$ cat src/rtl/prim_ram_adapter_pkg.sv
`default_nettype none
// ============================================================================
// Module      : prim_ram_adapter_pkg
// Description : Shared types and constants for the RAM port adapter.
// Revision    : 1.0 - initial release
// ============================================================================
package prim_ram_adapter_pkg;

    localparam int unsigned c_err_cnt_w = 8;
    localparam int unsigned c_rsp_dw    = 32;

    typedef struct packed {
        logic [c_rsp_dw-1:0] rdata;
        logic [1:0]          rerror;
    } rsp_t;

    // Bits needed to index `value` entries; never less than one.
    function automatic int unsigned vbits(input int unsigned value);
        return (value <= 1) ? 1 : $clog2(value);
    endfunction

endpackage
`default_nettype wire

$ cat src/rtl/prim_fifo_sync.sv
`default_nettype none
// ============================================================================
// Module      : prim_fifo_sync
// Description : Synchronous ring-buffer FIFO with optional fall-through.
// Revision    : 1.0 - initial release
// ============================================================================
module prim_fifo_sync
    import prim_ram_adapter_pkg::*;
#(
    parameter int unsigned Width  = 16,
    parameter bit          Pass   = 1'b0,
    parameter int unsigned Depth  = 4,
    localparam int unsigned DepthW = vbits(Depth + 1)
) (
    input  logic              clk_i,
    input  logic              rst_i,
    input  logic              wvalid_i,
    output logic              wready_o,
    input  logic [Width-1:0]  wdata_i,
    output logic              rvalid_o,
    input  logic              rready_i,
    output logic [Width-1:0]  rdata_o,
    output logic              full_o,
    output logic [DepthW-1:0] depth_o
);

    localparam int unsigned         c_ptr_w = vbits(Depth);
    localparam logic [c_ptr_w-1:0]  c_last  = c_ptr_w'(Depth - 1);
    localparam logic [DepthW-1:0]   c_full  = DepthW'(Depth);

    logic [Width-1:0]   r_mem [Depth];
    logic [c_ptr_w-1:0] r_wptr;
    logic [c_ptr_w-1:0] r_rptr;
    logic [DepthW-1:0]  r_depth;
    logic               w_empty;
    logic               w_push;
    logic               w_pop;
    logic               w_store;
    logic               w_unstore;

    assign w_empty = (r_depth == '0);
    assign full_o  = (r_depth == c_full);
    assign depth_o = r_depth;

    generate
        if (Pass) begin : g_pass
            assign rvalid_o = ~w_empty | wvalid_i;
            assign rdata_o  = w_empty ? wdata_i : r_mem[r_rptr];
        end else begin : g_nopass
            assign rvalid_o = ~w_empty;
            assign rdata_o  = r_mem[r_rptr];
        end
    endgenerate

    // A full FIFO still takes a write when the head leaves in the same cycle.
    assign w_pop     = rvalid_o & rready_i;
    assign wready_o  = ~full_o | w_pop;
    assign w_push    = wvalid_i & wready_o;
    assign w_store   = w_push & ~(w_empty & w_pop);
    assign w_unstore = w_pop & ~w_empty;

    always_ff @(posedge clk_i) begin
        if (w_store) begin
            r_mem[r_wptr] <= wdata_i;
        end
    end

    always_ff @(posedge clk_i or posedge rst_i) begin
        if (rst_i) begin
            r_wptr  <= '0;
            r_rptr  <= '0;
            r_depth <= '0;
        end else begin
            if (w_store) begin
                r_wptr <= (r_wptr == c_last) ? '0 : r_wptr + 1'b1;
            end
            if (w_unstore) begin
                r_rptr <= (r_rptr == c_last) ? '0 : r_rptr + 1'b1;
            end
            case ({w_store, w_unstore})
                2'b10:   r_depth <= r_depth + 1'b1;
                2'b01:   r_depth <= r_depth - 1'b1;
                default: r_depth <= r_depth;
            endcase
        end
    end

endmodule
`default_nettype wire

$ cat src/rtl/prim_ram_port_adapter.sv
`default_nettype none
// ============================================================================
// Module      : prim_ram_port_adapter
// Description : Credit-based host adapter for one latency-fixed RAM port.
// Revision    : 1.0 - initial release
// ============================================================================
module prim_ram_port_adapter
    import prim_ram_adapter_pkg::*;
#(
    parameter int unsigned  Depth     = 512,
    parameter int unsigned  Width     = 32,
    parameter int unsigned  RdLatency = 1,
    parameter int unsigned  RspDepth  = 4,
    localparam int unsigned Aw        = vbits(Depth)
) (
    input  logic                   clk_i,
    input  logic                   rst_i,
    input  logic                   req_valid_i,
    output logic                   req_ready_o,
    input  logic                   req_write_i,
    input  logic [Aw-1:0]          req_addr_i,
    input  logic [Width-1:0]       req_wdata_i,
    input  logic [Width-1:0]       req_wmask_i,
    output logic                   rsp_valid_o,
    input  logic                   rsp_ready_i,
    output logic [Width-1:0]       rsp_rdata_o,
    output logic [1:0]             rsp_rerror_o,
    output logic                   ram_req_o,
    output logic                   ram_write_o,
    output logic [Aw-1:0]          ram_addr_o,
    output logic [Width-1:0]       ram_wdata_o,
    output logic [Width-1:0]       ram_wmask_o,
    input  logic                   ram_rvalid_i,
    input  logic [Width-1:0]       ram_rdata_i,
    input  logic [1:0]             ram_rerror_i,
    output logic [c_err_cnt_w-1:0] err_cnt_o
);

    localparam int unsigned       c_cnt_w     = vbits(RspDepth + 1);
    localparam logic [c_cnt_w:0]  c_rsp_depth = (c_cnt_w + 1)'(RspDepth);

    generate
        if ((RdLatency < 1) || (RdLatency > 3)) begin : g_bad_latency
            $error("prim_ram_port_adapter: RdLatency must be 1..3");
        end
        if (RspDepth < RdLatency + 1) begin : g_bad_rsp_depth
            $error("prim_ram_port_adapter: RspDepth must be at least RdLatency + 1");
        end
    endgenerate

    logic [c_cnt_w-1:0]     r_outstanding;
    logic [c_cnt_w-1:0]     w_fifo_depth;
    logic [c_cnt_w:0]       w_used;
    logic                   w_accept;
    logic                   w_acc_read;
    logic                   w_rvalid_ok;
    logic                   w_fifo_wready;
    logic                   w_fifo_rvalid;
    logic                   w_fifo_full;
    logic                   w_push_fire;
    logic [Width+1:0]       w_fifo_rdata;
    logic [c_err_cnt_w-1:0] r_err_cnt;

    // Every read in flight reserves a buffer slot, so returns never overflow.
    assign w_used      = {1'b0, r_outstanding} + {1'b0, w_fifo_depth};
    assign req_ready_o = ~rst_i & (w_used < c_rsp_depth);
    assign w_accept    = req_valid_i & req_ready_o;
    assign w_acc_read  = w_accept & ~req_write_i;

    assign ram_req_o   = w_accept;
    assign ram_write_o = req_write_i;
    assign ram_addr_o  = req_addr_i;
    assign ram_wdata_o = req_wdata_i;
    assign ram_wmask_o = req_wmask_i;

    // Returns with nothing outstanding (e.g. from reads lost to reset) are dropped.
    assign w_rvalid_ok = ram_rvalid_i & (r_outstanding != '0);
    assign w_push_fire = w_rvalid_ok & w_fifo_wready;

    prim_fifo_sync #(
        .Width (Width + 2),
        .Pass  (1'b0),
        .Depth (RspDepth)
    ) u_rsp_fifo (
        .clk_i    (clk_i),
        .rst_i    (rst_i),
        .wvalid_i (w_rvalid_ok),
        .wready_o (w_fifo_wready),
        .wdata_i  ({ram_rdata_i, ram_rerror_i}),
        .rvalid_o (w_fifo_rvalid),
        .rready_i (rsp_ready_i),
        .rdata_o  (w_fifo_rdata),
        .full_o   (w_fifo_full),
        .depth_o  (w_fifo_depth)
    );

    assign rsp_valid_o  = w_fifo_rvalid;
    assign rsp_rdata_o  = w_fifo_rvalid ? w_fifo_rdata[Width+1:2] : '0;
    assign rsp_rerror_o = w_fifo_rvalid ? w_fifo_rdata[1:0] : 2'b00;
    assign err_cnt_o    = r_err_cnt;

    always_ff @(posedge clk_i or posedge rst_i) begin
        if (rst_i) begin
            r_outstanding <= '0;
        end else begin
            case ({w_acc_read, w_rvalid_ok})
                2'b10:   r_outstanding <= r_outstanding + 1'b1;
                2'b01:   r_outstanding <= r_outstanding - 1'b1;
                default: r_outstanding <= r_outstanding;
            endcase
        end
    end

    always_ff @(posedge clk_i or posedge rst_i) begin
        if (rst_i) begin
            r_err_cnt <= '0;
        end else if (w_push_fire && ram_rerror_i[1] && (r_err_cnt != '1)) begin
            r_err_cnt <= r_err_cnt + 1'b1;
        end
    end

    a_spurious_rvalid: assert property (@(posedge clk_i) disable iff (rst_i)
        ram_rvalid_i |-> (r_outstanding != '0))
        else $warning("ram_rvalid_i with no read outstanding, return dropped");

    a_push_when_full: assert property (@(posedge clk_i) disable iff (rst_i)
        (w_rvalid_ok && w_fifo_full) |-> rsp_ready_i)
        else $warning("response buffer full on RAM return, return dropped");

endmodule
`default_nettype wire

$ cat config.mk
export PLATFORM = sky130hd
export DESIGN_NAME = prim_ram_port_adapter
export DESIGN_NICKNAME = d
export VERILOG_FILES = /design/src/rtl/prim_ram_adapter_pkg.sv /design/src/rtl/prim_fifo_sync.sv /design/src/rtl/prim_ram_port_adapter.sv
export SDC_FILE = /design/constraint.sdc
export NUM_CORES = 1
export LEC_CHECK = 0
export ABC_AREA = 1
export BUFFER_PORTS_ARGS = -buffer_cell sky130_fd_sc_hd__buf_2
export CAP_MARGIN = 25
export CORE_ASPECT_RATIO = 1.4
export CORE_MARGIN = 2
export CORE_UTILIZATION = 55
export DETAILED_ROUTE_END_ITERATION = 7
export GPL_ROUTABILITY_DRIVEN = 0
export PLACE_DENSITY = 0.86
export SLEW_MARGIN = 20
export SYNTH_ARGS = -nofsm -noshare
export SYNTH_HDL_FRONTEND = slang
export SYNTH_SLANG_ARGS = --single-unit
export TNS_END_PERCENT = 20
$ cat constraint.sdc
create_clock -name clk_i -period 7.52 [get_ports clk_i]
set_input_delay 0.752 -clock clk_i [delete_from_list [all_inputs] [get_ports clk_i]]
set_output_delay 0.752 -clock clk_i [all_outputs]
set_load 0.005 [all_outputs]
==> summary.md <==
| Metric | Value |
|---|---|
| Period Utilization, post-route | about 46% |
| Sw Ratio | between 30% and 40% |
| Worst setup path category | flip-flop to output port |
| RSZ-0062 raised after global routing | no |
| Root buffer cell | clkbuf_16 |
| Comb power frac | between 30 and 40% |
| CTS tree | done |
| Max-slew headroom | a little under two fifths |
| Via count | roughly 4600 |
| Peak Freq | slightly below 300 MHz |
| Final setup viols | 0 |
| Port bufs | 85 |
| Post-CTS setup buffer count | 0 |
| Dpl hpwl | ~12 mm |
| Initial antenna violation count | 1 |
| CP Capture Point | rsp_rdata_o[13] |
| RR Endpoint | u_rsp_fifo.depth_o[1] |
| Sw Pwr | around 1.2 mW |
| Outcome | completed |
| WP data required | around 6.8 ns |
| Num CTS Buffers | 17 |
| Crit path time final | roughly 3.4 ns |
| Total Neg Setup Slack | 0 ns |
| Total track usage | about a quarter |
| DR vias/cell | around 5.7 |
| Dominant synthesized flop cell | edfxtp_1 |
| Critical path launch point type | flip-flop |
| Reg power frac | about two fifths |
| Worst-skew pair later-pin latency | a little over 0.4 ns |
| Worst-margin pin slew | between 0.9 and 1 ns |
| DR pass1 iterations | 5 |
| Pins Over Slew Limit | 0 |
| Post-cts gate resize count | 0 |
| Most frequent cells in the layout | 149 x nor2_1, 136 x edfxtp_1, 85 x buf_2, 69 x o21ai_0, 44 x nand2_1 |
| Crit path DAT | between 2 and 3 ns |
| Hold Crit Class | primary input to async pin |
| CP endpoint kind | output port |
| Row cnt | 49 |
| Power Density | a little over 400 nW/um2 |
| Share of layout cells above drive strength 1 | between 20 and 25% |
| Worst clock skew | 0.0102 ns |
| Internal | 2.00 mW |
| Critical R2R Launch | u_rsp_fifo.depth_o[1] |
| Worst R2R Path Depth | 8 |
| Bufs on Longest Clock Path | 2 |
| Largest net degree at the start of global routing | 71 |
| Post-synthesis sequential area ratio | about 64% |
| DRC | 0 |
| Commonest non-fill, non-tap cell in the layout | nor2_1 |
| IO Count | between 200 and 250 |
| Die H | 138 um |
| Diode count | 0 |
| Die Area | roughly 14000 um2 |
| Gr ovfl total | 0 |
| Clock sink count | roughly 150 |
| Clk pwr share | between 20% and 30% |
| WL final | 18.1 mm |
| Number of synthesized flops with an enable pin | 136 |
| CP Max Fanout | 35 |
| Mean post-synth cell area | 11.1 um2 |
| Static Leak | between 2 and 3 nW |
| H-tree depth | 4 |
| Post-synthesis cell type count | 28 |
| Ys async rst share | a little under an eighth |
| Max Cap Viol | 0 |
| Die X | around 100 um |
| Final nets | 772 |
| Synthesized Nets | ~760 |
| Antenna viol nets, final | 0 |
| P&R area growth vs syn | 8.93% |
| Yosys warns | 0 |
| Final Hold Violating Endpoints | 0 |
| Final design utilization | about three fifths |
| Synthesized flop and latch total | approximately 150 |
| Worst-path clk slew | around 0.07 ns |
| First-pass GRT wire length | between 20 and 30 mm |
| Crit path from | u_rsp_fifo.r_rptr[1] |
| Synth Instances | roughly 640 |
| Initial DRC Count | ~470 |
| Vias in the first global route | approximately 4600 |
| Core area | approximately 13000 um2 |
| Flop2flop setup slack | around 5 ns |
| Wire per inst | ~22 um |
| VDD IR max | between 0.0002 and 0.00025 V |
| Starting density of the core | 55.9% |
| Hold-fix buffers, CTS | 0 |
| Netlist Area Pre-Place | between 7000 and 8000 um2 |
## metrics by stage
stage | power, mW | hold WS, ns | area [um2] | instances | setup slack, ns
2_1_floorplan | 1.96 | 0.474 | 7090 | 636 | 4.69
3_3_place_gp | 2.23 | 0.496 | 7020 | 776 | 4.74
3_5_place_dp | 2.31 | 0.510 | 7080 | 778 | 4.58
4_1_cts | 3.13 | 0.482 | 7650 | 810 | 4.07
5_1_grt | 3.34 | 0.531 | 7720 | 813 | 3.97
6_report | 3.16 | 0.477 | 7720 | 813 | 4.10
## routing by layer
layer,GRT usage (%),share of wire (%)
met2,43.3,51
met1,25.4,30
met5,0.733,0.10
met4,14.3,5.1
met3,14.4,14
## power by group through the flow
stage / clock (mW) / sequential [mW] / combinational (mW)
after floorplan: 0 / 1.20 / 0.762
after global placement: 0 / 1.22 / 1.01
after detailed placement: 0 / 1.23 / 1.08
after CTS: 0.819 / 1.22 / 1.09
after global routing: 0.853 / 1.23 / 1.25
final: 0.812 / 1.22 / 1.13
## cells by family after synthesis
kind of cell / after synthesis / synth area share (%)
buffers and inverters: 129 / 11.8
xor gates and xnor gates: 5 / 0.618
and+or+nand+nor: 222 / 13.2
DFF: 154 / 64.0
AOI/OAI and AO/OA: 114 / 8.05
adders and majority gates: 12 / 2.33
## worst min-delay path by stage
stage | to | slack (ns)
after global routing | u_rsp_fifo.depth_o[1] | 0.53
after floorplan | r_outstanding[2] | 0.47
after CTS | u_rsp_fifo.depth_o[1] | 0.48
final | u_rsp_fifo.depth_o[1] | 0.48
after global placement | r_outstanding[2] | 0.50
after detailed placement | r_outstanding[0] | 0.51
## worst max-delay path, cell delays in order (launching register included)
cell	delay (ns)
dfrtp_1	0.77
buf_4	0.38
inv_2	0.32
nor2_1	0.25
o21ai_0	0.16
a21oi_1	0.20
buf_2	0.16
## Yosys cell counts (3+ instances only)
| master | count | area (um2) |
|---|---|---|
| o21ai_0 | 69 | 345 |
| nor2_1 | 153 | 574 |
| inv_1 | 23 | 86.3 |
| o21ai_1 | 9 | 45.0 |
| edfxtp_1 | 136 | 4080 |
| dfrtp_1 | 18 | 450 |
| buf_4 | 80 | 601 |
| nand3_1 | 7 | 35.0 |
| nand4_1 | 7 | 43.8 |
| inv_2 | 6 | 22.5 |
| ha_1 | 10 | 125 |
| nand2_1 | 44 | 165 |
| a21oi_1 | 36 | 180 |
| buf_2 | 11 | 55.1 |
| buf_6 | 3 | 33.8 |
| clkbuf_2 | 5 | 25.0 |
| xnor2_1 | 3 | 26.3 |
## area by class of cell
cell class / count / area [um2]
fill: 971 / 4970
sequential: 154 / 4540
multi-input combinational: 353 / 1750
timing repair buffer: 92 / 571
clock buffer: 18 / 429
tap: 153 / 191
clock inverter: 14 / 140
inverter: 29 / 109
## sequential cells by signal, summed over array words and instances (netlist names)
signal / flops
u_rsp_fifo.depth_o: 3
u_rsp_fifo.r_rptr: 2
u_rsp_fifo.r_wptr: 2
r_outstanding: 3
err_cnt_o: 8
u_rsp_fifo.r_mem: 136
Power figures use the tool's default switching activity.
